**config.mk**
```make
export PLATFORM = sky130hd
export DESIGN_NAME = alu_share_arbiter_flat
export DESIGN_NICKNAME = d
export VERILOG_FILES = /design/src/rtl/alu_share_arbiter_if.sv /design/src/rtl/alu_share_arbiter.sv /design/src/flat_wrapper.sv
export SDC_FILE = /design/constraint.sdc
export NUM_CORES = 1
export LEC_CHECK = 0
export ABC_AREA = 1
export CORE_AREA = 2 2 109 111
export CTS_CLUSTER_SIZE = 20
export DETAILED_ROUTE_END_ITERATION = 12
export DIE_AREA = 0 0 111 113
export PLACE_DENSITY = 0.75
export SLEW_MARGIN = 20
export SYNTH_ARGS = -nofsm -noshare
export SYNTH_HDL_FRONTEND = slang
export SYNTH_SLANG_ARGS = --single-unit
```
**constraint.sdc**
```tcl
create_clock -name clk -period 1.8 [get_ports clk]
set_input_delay 0.36 -clock clk [delete_from_list [all_inputs] [get_ports clk]]
set_output_delay 0.36 -clock clk [all_outputs]
set_load 0.02 [all_outputs]
```
**src/rtl/alu_share_arbiter_if.sv**
```systemverilog
// Bundle of the two request ports, the shared-ALU drive/return lines and the
// response port. The arbiter takes the slave view; the environment takes master.
interface alu_share_arbiter_if #(
  parameter int W = 32
);
  logic         req0_valid;
  logic         req0_ready;
  logic [3:0]   req0_op;
  logic [W-1:0] req0_a;
  logic [W-1:0] req0_b;

  logic         req1_valid;
  logic         req1_ready;
  logic [3:0]   req1_op;
  logic [W-1:0] req1_a;
  logic [W-1:0] req1_b;

  logic [W-1:0] alu_in_1;
  logic [W-1:0] alu_in_2;
  logic [3:0]   alu_ctrl;
  logic [W-1:0] alu_out;
  logic         alu_zero;

  logic         resp_valid;
  logic         resp_ready;
  logic         resp_id;
  logic [W-1:0] resp_data;
  logic         resp_zero;
  logic         resp_err;

  modport slave (
    input  req0_valid, req0_op, req0_a, req0_b,
    output req0_ready,
    input  req1_valid, req1_op, req1_a, req1_b,
    output req1_ready,
    output alu_in_1, alu_in_2, alu_ctrl,
    input  alu_out, alu_zero,
    output resp_valid, resp_id, resp_data, resp_zero, resp_err,
    input  resp_ready
  );

  modport master (
    output req0_valid, req0_op, req0_a, req0_b,
    input  req0_ready,
    output req1_valid, req1_op, req1_a, req1_b,
    input  req1_ready,
    input  alu_in_1, alu_in_2, alu_ctrl,
    output alu_out, alu_zero,
    input  resp_valid, resp_id, resp_data, resp_zero, resp_err,
    output resp_ready
  );
endinterface

```
**src/rtl/alu_share_arbiter.sv**
```systemverilog
// Round-robin sharing of one combinational 32-bit ALU between the execute stage
// (req0) and the address/branch helper (req1), with a one-entry response register.
module alu_share_arbiter #(
  parameter int W            = 32,
  parameter bit FLAG_ILLEGAL = 1'b1
) (
  input  logic               clk,
  input  logic               rst_n,
  alu_share_arbiter_if.slave bus
);

  function automatic logic is_illegal(input logic [3:0] op);
    case (op)
      4'b0000, 4'b0001, 4'b0010, 4'b0110,
      4'b1000, 4'b1001, 4'b1010: is_illegal = 1'b0;
      default:                   is_illegal = 1'b1;
    endcase
  endfunction

  logic         resp_valid_q, resp_valid_d;
  logic         resp_id_q,    resp_id_d;
  logic [W-1:0] resp_data_q,  resp_data_d;
  logic         resp_zero_q,  resp_zero_d;
  logic         resp_err_q,   resp_err_d;
  logic         ptr_q,        ptr_d;

  logic         can_accept;
  logic         grant0;
  logic         grant1;
  logic         grant_any;
  logic [3:0]   op_sel;
  logic [W-1:0] a_sel;
  logic [W-1:0] b_sel;

  // Grant: a free response slot is needed; on contention the pointer picks.
  always_comb begin
    can_accept = !resp_valid_q || bus.resp_ready;
    grant0     = rst_n && can_accept && bus.req0_valid && (!bus.req1_valid || !ptr_q);
    grant1     = rst_n && can_accept && bus.req1_valid && (!bus.req0_valid ||  ptr_q);
    grant_any  = grant0 || grant1;
    op_sel     = 4'b0000;
    a_sel      = '0;
    b_sel      = '0;
    if (grant0) begin
      op_sel = bus.req0_op;
      a_sel  = bus.req0_a;
      b_sel  = bus.req0_b;
    end else if (grant1) begin
      op_sel = bus.req1_op;
      a_sel  = bus.req1_a;
      b_sel  = bus.req1_b;
    end
  end

  assign bus.req0_ready = grant0;
  assign bus.req1_ready = grant1;
  assign bus.alu_in_1   = a_sel;
  assign bus.alu_in_2   = b_sel;
  assign bus.alu_ctrl   = op_sel;

  // A new result overwrites the slot even when it is being drained this cycle.
  always_comb begin
    resp_valid_d = resp_valid_q;
    resp_id_d    = resp_id_q;
    resp_data_d  = resp_data_q;
    resp_zero_d  = resp_zero_q;
    resp_err_d   = resp_err_q;
    ptr_d        = ptr_q;
    if (grant_any) begin
      resp_valid_d = 1'b1;
      resp_id_d    = grant1;
      resp_data_d  = bus.alu_out;
      resp_zero_d  = bus.alu_zero;
      resp_err_d   = FLAG_ILLEGAL && is_illegal(op_sel);
      ptr_d        = grant0;
    end else if (bus.resp_ready) begin
      resp_valid_d = 1'b0;
    end
  end

  always_ff @(posedge clk) begin
    if (!rst_n) begin
      resp_valid_q <= 1'b0;
      resp_id_q    <= 1'b0;
      resp_data_q  <= '0;
      resp_zero_q  <= 1'b0;
      resp_err_q   <= 1'b0;
      ptr_q        <= 1'b0;
    end else begin
      resp_valid_q <= resp_valid_d;
      resp_id_q    <= resp_id_d;
      resp_data_q  <= resp_data_d;
      resp_zero_q  <= resp_zero_d;
      resp_err_q   <= resp_err_d;
      ptr_q        <= ptr_d;
    end
  end

  assign bus.resp_valid = resp_valid_q;
  assign bus.resp_id    = resp_id_q;
  assign bus.resp_data  = resp_data_q;
  assign bus.resp_zero  = resp_zero_q;
  assign bus.resp_err   = resp_err_q;

endmodule

```
**src/flat_wrapper.sv**
```systemverilog
// flat-port wrapper written by rule: the top's interface ports become plain ports
module alu_share_arbiter_flat 
#(
  parameter int W            = 32,
  parameter bit FLAG_ILLEGAL = 1'b1
)
  (clk, rst_n, bus_req0_valid, bus_req0_op, bus_req0_a, bus_req0_b, bus_req0_ready, bus_req1_valid, bus_req1_op, bus_req1_a, bus_req1_b, bus_req1_ready, bus_alu_in_1, bus_alu_in_2, bus_alu_ctrl, bus_alu_out, bus_alu_zero, bus_resp_valid, bus_resp_id, bus_resp_data, bus_resp_zero, bus_resp_err, bus_resp_ready);
  alu_share_arbiter_if #(.W(W)) bus_i ();
  input  logic clk;
  input  logic rst_n;
  input wire logic [$bits(bus_i.req0_valid)-1:0] bus_req0_valid;
  input wire logic [$bits(bus_i.req0_op)-1:0] bus_req0_op;
  input wire logic [$bits(bus_i.req0_a)-1:0] bus_req0_a;
  input wire logic [$bits(bus_i.req0_b)-1:0] bus_req0_b;
  output wire logic [$bits(bus_i.req0_ready)-1:0] bus_req0_ready;
  input wire logic [$bits(bus_i.req1_valid)-1:0] bus_req1_valid;
  input wire logic [$bits(bus_i.req1_op)-1:0] bus_req1_op;
  input wire logic [$bits(bus_i.req1_a)-1:0] bus_req1_a;
  input wire logic [$bits(bus_i.req1_b)-1:0] bus_req1_b;
  output wire logic [$bits(bus_i.req1_ready)-1:0] bus_req1_ready;
  output wire logic [$bits(bus_i.alu_in_1)-1:0] bus_alu_in_1;
  output wire logic [$bits(bus_i.alu_in_2)-1:0] bus_alu_in_2;
  output wire logic [$bits(bus_i.alu_ctrl)-1:0] bus_alu_ctrl;
  input wire logic [$bits(bus_i.alu_out)-1:0] bus_alu_out;
  input wire logic [$bits(bus_i.alu_zero)-1:0] bus_alu_zero;
  output wire logic [$bits(bus_i.resp_valid)-1:0] bus_resp_valid;
  output wire logic [$bits(bus_i.resp_id)-1:0] bus_resp_id;
  output wire logic [$bits(bus_i.resp_data)-1:0] bus_resp_data;
  output wire logic [$bits(bus_i.resp_zero)-1:0] bus_resp_zero;
  output wire logic [$bits(bus_i.resp_err)-1:0] bus_resp_err;
  input wire logic [$bits(bus_i.resp_ready)-1:0] bus_resp_ready;
  assign bus_i.req0_valid = bus_req0_valid;
  assign bus_i.req0_op = bus_req0_op;
  assign bus_i.req0_a = bus_req0_a;
  assign bus_i.req0_b = bus_req0_b;
  assign bus_req0_ready = bus_i.req0_ready;
  assign bus_i.req1_valid = bus_req1_valid;
  assign bus_i.req1_op = bus_req1_op;
  assign bus_i.req1_a = bus_req1_a;
  assign bus_i.req1_b = bus_req1_b;
  assign bus_req1_ready = bus_i.req1_ready;
  assign bus_alu_in_1 = bus_i.alu_in_1;
  assign bus_alu_in_2 = bus_i.alu_in_2;
  assign bus_alu_ctrl = bus_i.alu_ctrl;
  assign bus_i.alu_out = bus_alu_out;
  assign bus_i.alu_zero = bus_alu_zero;
  assign bus_resp_valid = bus_i.resp_valid;
  assign bus_resp_id = bus_i.resp_id;
  assign bus_resp_data = bus_i.resp_data;
  assign bus_resp_zero = bus_i.resp_zero;
  assign bus_resp_err = bus_i.resp_err;
  assign bus_i.resp_ready = bus_resp_ready;
  alu_share_arbiter #(.W(W), .FLAG_ILLEGAL(FLAG_ILLEGAL)) u_core (.clk(clk), .rst_n(rst_n), .bus(bus_i));
endmodule
```
==> key figures <==
GRT
  • Antenna violations before repair: 1
  • First-pass GRT wire length: 18.8 mm
  • Vias in the first global route: 3382
  • Pin count of the biggest net entering global routing: 36
  • Grt ovf: 0
  • Tot GR Track Use: 0.189

Route
  • Vias/cell: 4.50
  • WL final: 12.8 mm
  • DR pass1 iterations: 4
  • Vias: 3239
  • Initial detailed-routing violation count: 132
  • Routed len/inst: 17.8 um
  • ANT nets after route: 0
  • # DRC: 0

Timing
  • Max Clock Freq: 512 MHz
  • Endpoints failing setup: 63
  • Worst-Margin Slew: 301 ps
  • Max_slew headroom: 0.799
  • Final setup skew: 3.57 ps
  • Pins Over Slew Limit: 0
  • RSZ-0062 raised after global routing: true
  • Setup TNS: -5310 ps
  • Final worst slack: -154 ps
  • Period Utilization, post-route: 1.09
  • Period minus WS final: 1950 ps
  • Final Hold Viols: 0

CTS
  • TritonCTS Buffers: 5
  • CTS tree: built
  • Clock Path Buffers: 2
  • Clock-pin slew on the worst setup and hold paths: 50 ps
  • CTS Sinks: 37
  • CTS H-tree depth: 2
  • Clock root buffer: clkbuf_16
  • Clk_lat worst skew: 270 ps

Job
  • Max-Cap Viols: 0

Synth
  • Yosys warns: 0
  • Yosys cell types: 18
  • Post-synth top area share: 0.360
  • Mapped Nets: 434
  • Post-synthesis async set-or-reset flop share: 0
  • Synth Instances: 260
  • Synth Area per Inst: 7.91 um2
  • Synth Cell Area: 0.00206 mm2
  • Post-synth EDFFs: 0
  • Top post-synthesis cells by area: dfxtp_1, a22o_1, nor2_1
  • Sequential area share after synthesis: 0.360
  • Synth Register Bits: 37
  • Ys flop type: dfxtp_1
  • Yosys top cell by area: dfxtp_1

Critical path
  • Critical path class: in -> out
  • Critical-path maximum fanout: 7
  • WP data arrival: 1590 ps
  • CP endpoint kind: output pin
  • Worst EP required: 1440 ps
  • CP Launch Type: primary input

Die
  • Die area: 0.0125 mm2
  • Core ar.: 0.0113 mm2
  • Initial Util: 0.182
  • Die width: 111 um
  • Row count: 39
  • Die Ht: 113 um
  • I/O pin total: 280

Power
  • Fraction of power spent switching nets: 0.309
  • Maximum vdd drop: 0.000473 V
  • Clock Power Share: 0.237
  • Pint: 2.40 mW
  • Switching Power: 1.08 mW
  • Leakage: 2.46 nW
  • PwrDens: 605 mW/mm2
  • Reg power frac: 0.274
  • Combinational share of power: 0.489

Place
  • I/O Buffers: 279
  • Placer Congestion: 0.996
  • DP HPWL: 9.89 mm
  • Setup WS pre-CTS: -903 ps

Layout
  • Commonest cells after routing, fill and taps aside: clkdlybuf4s50_1, nor2_1, a22o_1
  • P&R area growth vs syn: 180%
  • Layout cells sized above 1: 0.258
  • Most common cell after layout, fill and taps aside: clkdlybuf4s50_1
  • Fill count: 1064
  • Post-layout net count: 747

Worst hold path
  • Hold Path Class: in -> reg

Run status
  • Failing checks: setup timing
  • Status: finished, violations left
kinds of logic after synthesis:
logic type / Yosys count / share of synthesized area
compound gates: 105 / 0.379
simple gates: 86 / 0.170
flops: 37 / 0.360
buf+inv: 32 / 0.0907
area by class of cell:
cell class / instances / area, um2 / area share
antenna: 2 / 5.00 / 0.000870
timing repair buffer: 329 / 3460 / 0.601
tap: 143 / 179 / 0.0311
inverter: 9 / 48.8 / 0.00848
clock buffer: 8 / 136 / 0.0237
multi-input combinational: 191 / 1180 / 0.206
sequential: 37 / 743 / 0.129
flip-flops by register name, indices dropped and copies added (netlist names):
register and flops:
u_core.ptr_q 1, u_core.bus.resp_data 32, u_core.bus.resp_valid 1, u_core.bus.resp_zero 1
u_core.bus.resp_id 1, u_core.bus.resp_err 1
critical path: stages:
cell and delay [ps]:
clkdlybuf4s15_2 180, inv_2 70, a21oi_4 70, nand2_2 110
clkinv_4 110, buf_12 150, buf_16 130, a22o_1 260
buf_6 140
power groups by stage:
stage	registers, mW	clock network [mW]	logic [mW]
finish	0.952	0.825	1.70
global route	0.962	0.880	1.80
CTS	0.954	0.844	1.69
floorplan	1.06	0	0.508
detailed placement	0.968	0	1.53
global placement	0.964	0	1.51
routing by layer:
| layer | GRT usage | wire length (um) |
|---|---|---|
| met1 | 0.195 | 4750 |
| met2 | 0.369 | 6810 |
| met3 | 0.0546 | 951 |
| met4 | 0.0583 | 312 |
| met5 | 0 | 0 |
final timing paths:
| kind | start | end | slack [ps] | cells after the start |
|---|---|---|---|---|
| setup reg to reg | u_core.bus.resp_valid$_SDFFE_PN0P_ | u_core.bus.resp_data[22]$_SDFFE_PN0P_ | 100 | 10 |
| hold reg to reg | u_core.bus.resp_id$_SDFFE_PN0P_ | u_core.bus.resp_id$_SDFFE_PN0P_ | 460 | 2 |
| setup / recovery | bus_resp_ready | bus_alu_in_2[6] | -150 | 9 |
| hold / removal | bus_resp_ready | u_core.bus.resp_valid$_SDFFE_PN0P_ | 450 | 4 |
synthesized netlist by cell type, types with 3 or more instances:
master,instances
a22o_1,64
nand2_2,4
a21oi_1,5
buf_4,8
buf_2,4
buf_6,4
clkbuf_1,7
inv_1,5
dfxtp_1,37
nand2_1,8
nand3_1,7
o21ai_0,34
inv_2,3
nor2_1,66
stage by stage:
step	util	hold WS, ps	std cells	area (um2)	power (mW)
after floorplan	-	461	260	2060	1.57
after global placement	0.455	456	687	5130	2.47
after detailed placement	0.455	460	687	5130	2.49
after CTS	0.506	443	715	5710	3.49
after global routing	0.511	454	719	5760	3.64
final	0.511	446	719	5760	3.48
timing repair:
item                       CTS  global route
pin swaps                   35            12
setup buffers               10             2
resized for setup          407            18
gates cloned                10             2
setup endpoints to repair  104            73
hold buffers                 0             0
No activity file was read; power rests on OpenSTA's default activity.
